### src/rtl/x_result_arbiter_pkg.sv
// +--------------------------------------------------------------------+
// | x_arb_pkg: shared result types and round-robin helper              |
// | Rev 1.0                                                            |
// +--------------------------------------------------------------------+
`default_nettype none

package x_arb_pkg;

   localparam int X_ID_WIDTH   = 4;
   localparam int X_DATA_WIDTH = 32;

   typedef struct packed {
      logic [X_ID_WIDTH-1:0]   id;
      logic [4:0]              rd;
      logic                    we;
      logic [X_DATA_WIDTH-1:0] data;
   } x_result_t;

   // Wraps at n rather than at a power of two, so odd requester counts stay in range.
   function automatic int unsigned rr_next(input int unsigned ptr, input int unsigned n);
      return (ptr + 1 >= n) ? 0 : ptr + 1;
   endfunction

endpackage

`default_nettype wire

### src/rtl/x_result_arbiter_if.sv
// +--------------------------------------------------------------------+
// | x_result_arbiter_if: coprocessor result ports and core result port |
// | Rev 1.0                                                            |
// +--------------------------------------------------------------------+
`default_nettype none

interface x_result_arbiter_if #(
   parameter int NUM_COPROC = 2,
   parameter int DATA_W     = 32,
   parameter int ID_W       = 4
);
   localparam int IDX_W = (NUM_COPROC > 1) ? $clog2(NUM_COPROC) : 1;

   logic [NUM_COPROC-1:0]        req_valid_i;
   logic [NUM_COPROC-1:0]        req_ready_o;
   logic [NUM_COPROC*ID_W-1:0]   req_id_i;
   logic [NUM_COPROC*5-1:0]      req_rd_i;
   logic [NUM_COPROC-1:0]        req_we_i;
   logic [NUM_COPROC*DATA_W-1:0] req_data_i;

   logic                         x_result_valid_o;
   logic                         x_result_ready_i;
   logic [ID_W-1:0]              x_result_id_o;
   logic [4:0]                   x_result_rd_o;
   logic                         x_result_we_o;
   logic [DATA_W-1:0]            x_result_data_o;
   logic [IDX_W-1:0]             x_result_src_o;
   logic                         busy_o;

   modport slave (
      input  req_valid_i, req_id_i, req_rd_i, req_we_i, req_data_i, x_result_ready_i,
      output req_ready_o, x_result_valid_o, x_result_id_o, x_result_rd_o,
             x_result_we_o, x_result_data_o, x_result_src_o, busy_o
   );

   modport master (
      output req_valid_i, req_id_i, req_rd_i, req_we_i, req_data_i, x_result_ready_i,
      input  req_ready_o, x_result_valid_o, x_result_id_o, x_result_rd_o,
             x_result_we_o, x_result_data_o, x_result_src_o, busy_o
   );

endinterface

`default_nettype wire

### src/rtl/x_result_arbiter_rr_arbiter_core.sv
// +--------------------------------------------------------------------+
// | rr_arbiter_core: combinational round-robin scan from a pointer     |
// | Rev 1.0                                                            |
// +--------------------------------------------------------------------+
`default_nettype none

module rr_arbiter_core #(
   parameter int N     = 2,
   parameter int IDX_W = 1
) (
   input  wire logic [N-1:0]     i_req,
   input  wire logic [IDX_W-1:0] i_ptr,
   output logic      [N-1:0]     o_gnt,
   output logic      [IDX_W-1:0] o_gnt_idx,
   output logic                  o_any
);

   int               w_idx;
   logic [IDX_W-1:0] w_sel;

   // First requester at or after the pointer wins; i_ptr is assumed < N.
   always_comb begin
      o_gnt     = '0;
      o_gnt_idx = '0;
      o_any     = 1'b0;
      w_idx     = 0;
      w_sel     = '0;
      for (int k = 0; k < N; k++) begin
         w_idx = int'(i_ptr) + k;
         if (w_idx >= N) begin
            w_idx = w_idx - N;
         end
         w_sel = IDX_W'(w_idx);
         if (!o_any && i_req[w_sel]) begin
            o_any        = 1'b1;
            o_gnt[w_sel] = 1'b1;
            o_gnt_idx    = w_sel;
         end
      end
   end

endmodule

`default_nettype wire

### src/rtl/x_result_arbiter.sv
// +--------------------------------------------------------------------+
// | x_result_arbiter: round-robin share of the core X result channel   |
// | Rev 1.0                                                            |
// +--------------------------------------------------------------------+
`default_nettype none

module x_result_arbiter
   import x_arb_pkg::*;
#(
   parameter int NUM_COPROC = 2,
   parameter int DATA_W     = 32,
   parameter int ID_W       = 4
) (
   input wire logic          clk_i,
   input wire logic          rst_i,
   x_result_arbiter_if.slave bus
);

   localparam int IDX_W = (NUM_COPROC > 1) ? $clog2(NUM_COPROC) : 1;

   logic [NUM_COPROC-1:0] w_gnt;
   logic [IDX_W-1:0]      w_gnt_idx;
   logic                  w_any;
   logic                  w_can_load;
   logic                  w_load;

   logic [IDX_W-1:0]      r_ptr;
   logic                  r_valid;
   logic [ID_W-1:0]       r_id;
   logic [4:0]            r_rd;
   logic                  r_we;
   logic [DATA_W-1:0]     r_data;
   logic [IDX_W-1:0]      r_src;

   rr_arbiter_core #(
      .N     (NUM_COPROC),
      .IDX_W (IDX_W)
   ) u_rr (
      .i_req     (bus.req_valid_i),
      .i_ptr     (r_ptr),
      .o_gnt     (w_gnt),
      .o_gnt_idx (w_gnt_idx),
      .o_any     (w_any)
   );

   assign w_can_load = ~r_valid | bus.x_result_ready_i;
   assign w_load     = w_can_load & w_any;

   // Ready is held low during reset so no coprocessor sees a handshake that gets discarded.
   assign bus.req_ready_o = (w_load && !rst_i) ? w_gnt : '0;

   always_ff @(posedge clk_i or posedge rst_i) begin
      if (rst_i) begin
         r_ptr   <= '0;
         r_valid <= 1'b0;
         r_id    <= '0;
         r_rd    <= '0;
         r_we    <= 1'b0;
         r_data  <= '0;
         r_src   <= '0;
      end else if (w_load) begin
         r_valid <= 1'b1;
         r_id    <= bus.req_id_i[32'(w_gnt_idx)*ID_W +: ID_W];
         r_rd    <= bus.req_rd_i[32'(w_gnt_idx)*5 +: 5];
         r_we    <= bus.req_we_i[w_gnt_idx];
         r_data  <= bus.req_data_i[32'(w_gnt_idx)*DATA_W +: DATA_W];
         r_src   <= w_gnt_idx;
         r_ptr   <= IDX_W'(rr_next(32'(w_gnt_idx), 32'(NUM_COPROC)));
      end else if (bus.x_result_ready_i) begin
         r_valid <= 1'b0;
      end
   end

   assign bus.x_result_valid_o = r_valid;
   assign bus.x_result_id_o    = r_id;
   assign bus.x_result_rd_o    = r_rd;
   assign bus.x_result_we_o    = r_we;
   assign bus.x_result_data_o  = r_data;
   assign bus.x_result_src_o   = r_src;
   assign bus.busy_o           = r_valid | (|bus.req_valid_i);

endmodule

`default_nettype wire

### src/flat_wrapper.sv
// flat-port wrapper written by rule: the top's interface ports become plain ports
module x_result_arbiter_flat import x_arb_pkg::*;
#(
   parameter int NUM_COPROC = 2,
   parameter int DATA_W     = 32,
   parameter int ID_W       = 4
)
  (clk_i, rst_i, bus_req_valid_i, bus_req_id_i, bus_req_rd_i, bus_req_we_i, bus_req_data_i, bus_x_result_ready_i, bus_req_ready_o, bus_x_result_valid_o, bus_x_result_id_o, bus_x_result_rd_o, bus_x_result_we_o, bus_x_result_data_o, bus_x_result_src_o, bus_busy_o);
  x_result_arbiter_if #(.NUM_COPROC(NUM_COPROC), .DATA_W(DATA_W), .ID_W(ID_W)) bus_i ();
  input wire logic clk_i;
  input wire logic rst_i;
  input wire logic [$bits(bus_i.req_valid_i)-1:0] bus_req_valid_i;
  input wire logic [$bits(bus_i.req_id_i)-1:0] bus_req_id_i;
  input wire logic [$bits(bus_i.req_rd_i)-1:0] bus_req_rd_i;
  input wire logic [$bits(bus_i.req_we_i)-1:0] bus_req_we_i;
  input wire logic [$bits(bus_i.req_data_i)-1:0] bus_req_data_i;
  input wire logic [$bits(bus_i.x_result_ready_i)-1:0] bus_x_result_ready_i;
  output wire logic [$bits(bus_i.req_ready_o)-1:0] bus_req_ready_o;
  output wire logic [$bits(bus_i.x_result_valid_o)-1:0] bus_x_result_valid_o;
  output wire logic [$bits(bus_i.x_result_id_o)-1:0] bus_x_result_id_o;
  output wire logic [$bits(bus_i.x_result_rd_o)-1:0] bus_x_result_rd_o;
  output wire logic [$bits(bus_i.x_result_we_o)-1:0] bus_x_result_we_o;
  output wire logic [$bits(bus_i.x_result_data_o)-1:0] bus_x_result_data_o;
  output wire logic [$bits(bus_i.x_result_src_o)-1:0] bus_x_result_src_o;
  output wire logic [$bits(bus_i.busy_o)-1:0] bus_busy_o;
  assign bus_i.req_valid_i = bus_req_valid_i;
  assign bus_i.req_id_i = bus_req_id_i;
  assign bus_i.req_rd_i = bus_req_rd_i;
  assign bus_i.req_we_i = bus_req_we_i;
  assign bus_i.req_data_i = bus_req_data_i;
  assign bus_i.x_result_ready_i = bus_x_result_ready_i;
  assign bus_req_ready_o = bus_i.req_ready_o;
  assign bus_x_result_valid_o = bus_i.x_result_valid_o;
  assign bus_x_result_id_o = bus_i.x_result_id_o;
  assign bus_x_result_rd_o = bus_i.x_result_rd_o;
  assign bus_x_result_we_o = bus_i.x_result_we_o;
  assign bus_x_result_data_o = bus_i.x_result_data_o;
  assign bus_x_result_src_o = bus_i.x_result_src_o;
  assign bus_busy_o = bus_i.busy_o;
  x_result_arbiter #(.NUM_COPROC(NUM_COPROC), .DATA_W(DATA_W), .ID_W(ID_W)) u_core (.clk_i(clk_i), .rst_i(rst_i), .bus(bus_i));
endmodule
### config.mk
export PLATFORM = sky130hd
export DESIGN_NAME = x_result_arbiter_flat
export DESIGN_NICKNAME = d
export VERILOG_FILES = /design/src/rtl/x_result_arbiter_pkg.sv /design/src/rtl/x_result_arbiter_if.sv /design/src/rtl/x_result_arbiter_rr_arbiter_core.sv /design/src/rtl/x_result_arbiter.sv /design/src/flat_wrapper.sv
export SDC_FILE = /design/constraint.sdc
export NUM_CORES = 1
export LEC_CHECK = 0
export CORE_ASPECT_RATIO = 0.5
export CORE_MARGIN = 2
export CORE_UTILIZATION = 37
export CTS_CLUSTER_DIAMETER = 80
export DETAILED_ROUTE_END_ITERATION = 16
export PLACE_DENSITY = 0.92
export SETUP_SLACK_MARGIN = 0.2
export SLEW_MARGIN = 20
export SYNTH_ARGS = -nofsm -noshare
export SYNTH_HDL_FRONTEND = slang
export SYNTH_SLANG_ARGS = --single-unit
### constraint.sdc
create_clock -name clk_i -period 2.7 [get_ports clk_i]
set_input_delay 0.54 -clock clk_i [delete_from_list [all_inputs] [get_ports clk_i]]
set_output_delay 0.54 -clock clk_i [all_outputs]
set_load 0.02 [all_outputs]
[Word level (Yosys, flattened, before mapping)]
Cells that the tools add are included.
Storage, ports and cells
  word-level logic and storage cells: 58
  bits in registers: 45
  input port bits: 89
  output and inout bits: 47
Operators by class
  mux-type cells: 22
  reduce and logical (&&, ||, !) cells: 8
  multipliers: 1
  shift operators: 3
  $add $sub $neg: 4
  bitwise gates (word level): 5
  magnitude comparators: 8
Operators by type and width (number)
  $shiftx A64 B7 Y32: 1
  $mux W1: 17
  $shiftx A10 B5 Y5: 1
  $shiftx A8 B4 Y4: 1
  $lt A1 B2 Y1 const B: 3
  $mux W2: 3
  $add A1 B1 Y2 const B: 2
  $ge A2 B2 Y1 const B: 2
  $logic_and A1 B1 Y1: 4
  $mul A1 B3 Y4 const B: 1
  $demux W1 S1: 2
  $ge A1 B1 Y1 const B: 2
  $ge A1 B2 Y1 const B: 1
  $logic_not A1 Y1: 2
  $or A1 B1 Y1: 2
  $or A2 B2 Y2: 1
  $reduce_bool A2 Y1: 1
  $reduce_or A2 Y1: 1
  $sub A1 B1 Y1 const B: 2
  $and A1 B1 Y1: 1
  $not A1 Y1: 1

[Depth between registers and ports, before layout]
  depth in word-level cells: 11
  depth in mapped cells: 5
  depth with buffers taken out: 3

[Hierarchy]
From an unflattened synthesis, not the netlist that was laid out.
Unflattened totals
  cells, all modules: 211
  area, all modules: 2353.5 um^2
Modules (own cells, without submodules)
  x_result_arbiter: area an instance 2321.0 um^2, seq. area each 1126.1 um^2, cells each 206, instances 1
  rr_arbiter_core: area an instance 32.5 um^2, seq. area each 0.0 um^2, cells each 5, instances 1

[Worst setup path after synthesis]
No wires, ideal clock.
  kind: input-to-output
  start point: input port rst_i
  end point: output port bus_req_ready_o[0]
  data required time: 2.160 ns
  cell stages on the path: 2
  setup slack: 0.295 ns
  data arrival time: 1.865 ns
  path buffers: 0
  cells stage by stage: inv_1 -> and2_1
Between the ends
  word-level cells in the longest chain between the ends: 3
Ends and longest elaborated chain
  start, declared: line flat_wrapper.sv:11  | input wire logic rst_i;
  $logic_not A1 Y1: line x_result_arbiter.sv:50  | assign bus.req_ready_o = (w_load && !rst_i) ? w_gnt : '0;
  $logic_and A1 B1 Y1: line x_result_arbiter.sv:50
  $mux W2: line x_result_arbiter.sv:50
  end, declared: line flat_wrapper.sv:18  | output wire logic [$bits(bus_i.req_ready_o)-1:0] bus_req_ready_o;
Every way passes these cells.

[Worst setup path in the final report]
  start point: input port bus_x_result_ready_i
  end point: output port bus_req_ready_o[1]
Between the ends
  word-level cells in the longest chain between the ends: 4
Ends and longest elaborated chain
  start, declared: line flat_wrapper.sv:17  | input wire logic [$bits(bus_i.x_result_ready_i)-1:0] bus_x_result_ready_i;
  $or A1 B1 Y1: line x_result_arbiter.sv:46  | assign w_can_load = ~r_valid | bus.x_result_ready_i;
  $and A1 B1 Y1: line x_result_arbiter.sv:47  | assign w_load = w_can_load & w_any;
  $logic_and A1 B1 Y1: line x_result_arbiter.sv:50
  $mux W2: line x_result_arbiter.sv:50
Every way passes these cells.

==> run_results.csv <==
group,metric,value,unit
worst_setup_path,r2r-end,"u_core.bus.x_result_id_o[1]$_DFFE_PP0P_",
worst_setup_path,cp_top_family,"buffers and inverters",
sta,period_minus_slack,2.404,ns
die,start_util,0.3909,
layout,antenna_cells,0,
yosys,syn_avg_cell_area,10.40,µm²
clock_tree,hold_buffers,0,
clock_tree,htreeDepth,2,
worst_setup_path,required,2.16,ns
sta,setup_violations,0,
grt,grt_pass1_wl,11.75,mm
yosys,synth-simple-area-share,0.1997,
sta,period_share,0.8905,
clock_tree,clk_pin_slew,0.06,ns
worst_setup_path,crit_end,"bus_req_ready_o[1]",
drt,first_pass_iters,10,
grt,grt_overflow_total,0,
drt,wl_per_cell,18.26,µm
layout,final_nets,427,
placement,io_buffers,135,
clock_tree,cts_buffers,5,
yosys,synth-xor-area-share,0,
worst_setup_path,crit_buf_inv,2,
worst_setup_path,cp_cell_sequence,"clkdlybuf4s50_1 -> and2b_1 -> nor3b_2 -> and2_1 -> clkdlybuf4s15_1",
yosys,synth_nets,300,
worst_hold_path,hold_class,"reg -> reg",
worst_setup_path,crit_path_start,"bus_x_result_ready_i",
layout,final_layout_size_suffix_gt1_frac,0.06213,
yosys,syn_inst,211,
worst_setup_path,worstReg2RegStart,"u_core.r_ptr$_DFFE_PP0P_",
die,num_rows,19,
die,die_x,112.9,µm
power_and_ir_drop,p_leak,0.001540,µW
clock_tree,root_buffer,"clkbuf_16",
worst_setup_path,r2r.worst_path.cells,4,
yosys,synth_top_family_by_area,"compound AO/OA/AOI/OAI gates",
sta,clock_skew,0.004156,ns
clock_tree,clock_latency,0.28,ns
drt,drtIter0Drc,155,
worst_setup_path,rrSetupSlack,1.13,ns
yosys,synth.distinct_cells,18,
worst_setup_path,path_depth,5,
yosys,synth_area,0.002193,mm²
run_status,status,"finished with violations",
clock_tree,cts_buffer_depth,2,
yosys,muxShareOfSynthArea,0,
yosys,ys_seq_area_frac,0.5134,
die,die-area,0.006598,mm²
placement,dpl.hpwl,5.313,mm
power_and_ir_drop,pwr_density_cell,619.0,mW/mm²
drt,remaining_drc_errors,2,
sta,rsz0062_at_grt,"false",
sta,finalSetupTns,0,ns
worst_setup_path,critPathSlowestCell,"clkdlybuf4s50_1",
die,io_pins,136,
worst_setup_path,worstPathMaxFanout,2,
sta,drv_slew,0,
worst_setup_path,path_class,"in -> out",
grt,grt_max_degree,46,
flow_run,max_cap_violations,0,
sta,fmax,415.9,MHz
drt,vias,2237,
worst_setup_path,cp-start-kind,"input pin",
worst_setup_path,max_stage_delay,0.47,ns
power_and_ir_drop,irDropWorstVdd,0.2782,mV
yosys,synth_seq_cells,45,
grt,antenna_found_initial,0,
worst_setup_path,arrival,1.86,ns
grt,grt_pass1_vias,2277,
drt,routed_wl,7.503,mm
grt,grt_usage,0.2277,
clock_tree,post_cts_buffers,0,
drt,vias_per_cell,5.443,
run_status,violations,"DRC",
sta,max-slew-margin-rel,0.6302,
power_and_ir_drop,finalPower,2289,µW
sta,finalHoldViolCount,0,
yosys,synth_fa_ha_area_frac,0,
sta,tightest_slew,0.5547,ns
layout,syn_to_final_growth,68.57,%
yosys,synth_compound_area_frac,0.2002,
clock_tree,cts.sinks,45,
drt,ant_nets,0,
placement,globalplace.congestion,0.8846,
worst_setup_path,worst_setup_path_end_kind,"output port",
clock_tree,cts_tree,"done",
yosys,yosysWarningCount,0,
die,die_h,58.45,µm
die,core-area,0.005610,mm²
layout,fillers,410,
==> layout make-up <==
type                    instances  area (µm²)  area share
inverters                       3       11.26    0.003046
clock inverters                 2       35.03    0.009475
multi-input cells             139       892.1      0.2413
flip-flops and latches         45        1126      0.3046
clock buffers                   5       125.1     0.03384
repair buffers                144        1416      0.3831
well taps                      73       91.34     0.02470
==> per-layer routing <==
metal	vias to the layer above	share of wire	global-route usage
met1	1105	0.39	0.2671
met2	61	0.54	0.4096
li1	1044	-	-
met3	27	0.035	0.04222
met5	-	0	0
met4	0	0.039	0.1220
==> through the flow <==
step	setup slack, ns	cell area [µm²]	util	std cells	hold WS [ns]
after floorplan	0.2948	2193	-	211	0.5079
after global placement	-0.02748	3535	0.6300	404	0.4958
after detailed placement	-0.07306	3535	0.6300	404	0.4971
after CTS	0.2731	3696	0.6588	411	0.5150
after global routing	0.2231	3697	0.6590	411	0.5275
final	0.2957	3697	0.6590	411	0.5125
==> worst min path at each step <==
stage / start / to / slack [ns] / depth (start not counted)
floorplan: u_core.r_ptr$_DFFE_PP0P_ / u_core.r_ptr$_DFFE_PP0P_ / 0.51 / 2
global placement: u_core.bus.x_result_data_o[27]$_DFFE_PP0P_ / u_core.bus.x_result_data_o[27]$_DFFE_PP0P_ / 0.50 / 1
detailed placement: u_core.bus.x_result_rd_o[1]$_DFFE_PP0P_ / u_core.bus.x_result_rd_o[1]$_DFFE_PP0P_ / 0.50 / 1
CTS: u_core.bus.x_result_rd_o[1]$_DFFE_PP0P_ / u_core.bus.x_result_rd_o[1]$_DFFE_PP0P_ / 0.51 / 1
global route: u_core.bus.x_result_rd_o[1]$_DFFE_PP0P_ / u_core.bus.x_result_rd_o[1]$_DFFE_PP0P_ / 0.53 / 1
finish: u_core.bus.x_result_rd_o[4]$_DFFE_PP0P_ / u_core.bus.x_result_rd_o[4]$_DFFE_PP0P_ / 0.51 / 1
==> worst register-to-register path: stages (launching register included) <==
cell and delay (ns):
dfrtp_1 0.41, nor2b_2 0.17, buf_4 0.42, nor3_1 0.17
a221o_1 0.28
==> state kept, by name, indices dropped and copies added, names as in the netlist <==
name / cells
u_core.r_ptr: 1
u_core.bus.x_result_src_o: 1
u_core.bus.x_result_data_o: 32
u_core.bus.x_result_id_o: 4
u_core.bus.x_result_we_o: 1
u_core.bus.x_result_valid_o: 1
u_core.bus.x_result_rd_o: 5
==> kinds of logic after synthesis <==
logic type             Yosys count
AO/OA/AOI/OAI                   45
buffers and inverters           27
flip-flops                      45
AND/OR/NAND/NOR                 94
==> cell usage in the layout (no fill, tap or decap), drive strengths merged <==
master | netlist | layout
clkdlybuf4s15 | 0 | 1
and2b | 1 | 1
clkinv | 0 | 1
a221o | 42 | 42
and2 | 2 | 2
or3 | 2 | 2
clkdlybuf4s50 | 0 | 132
clkbuf | 3 | 5
nand2 | 43 | 43
o21ai | 1 | 1
nor2b | 1 | 1
dlygate4sd2 | 0 | 2
a21oi | 2 | 2
inv | 3 | 3
dfrtp | 45 | 45
nor3 | 42 | 42
buf | 21 | 9
nor3b | 1 | 1
and3 | 1 | 1
bufinv | 0 | 1
nand2b | 1 | 1
==> timing repair <==
action / 4_1_cts / 5_1_grt
pin swaps: 0 / 0
resized for setup: 4 / 1
gates cloned: 0 / 0
setup endpoints to repair: 3 / 1
==> synthesized netlist by cell type (all sizes together) <==
master	number	area, µm²
nor2b	1	6.260
and3	1	6.260
a221o	42	420.4
buf	21	167.7
clkbuf	3	11.26
inv	3	11.26
o21ai	1	8.760
a21oi	2	10.01
dfrtp	45	1126
and2b	1	7.510
nor3	42	210.2
or3	2	12.51
nand2b	1	13.76
and2	2	12.51
nand2	43	161.4
nor3b	1	7.510
==> power by group <==
| group | internal (µW) | total [µW] | switching, µW |
|---|---|---|---|
| Clock | 429 | 675 | 245 |
| Combinational | 408 | 763 | 355 |
| Sequential | 784 | 850 | 66.7 |
| Total | 1620 | 2290 | 667 |
Power figures use the tool's default switching activity.
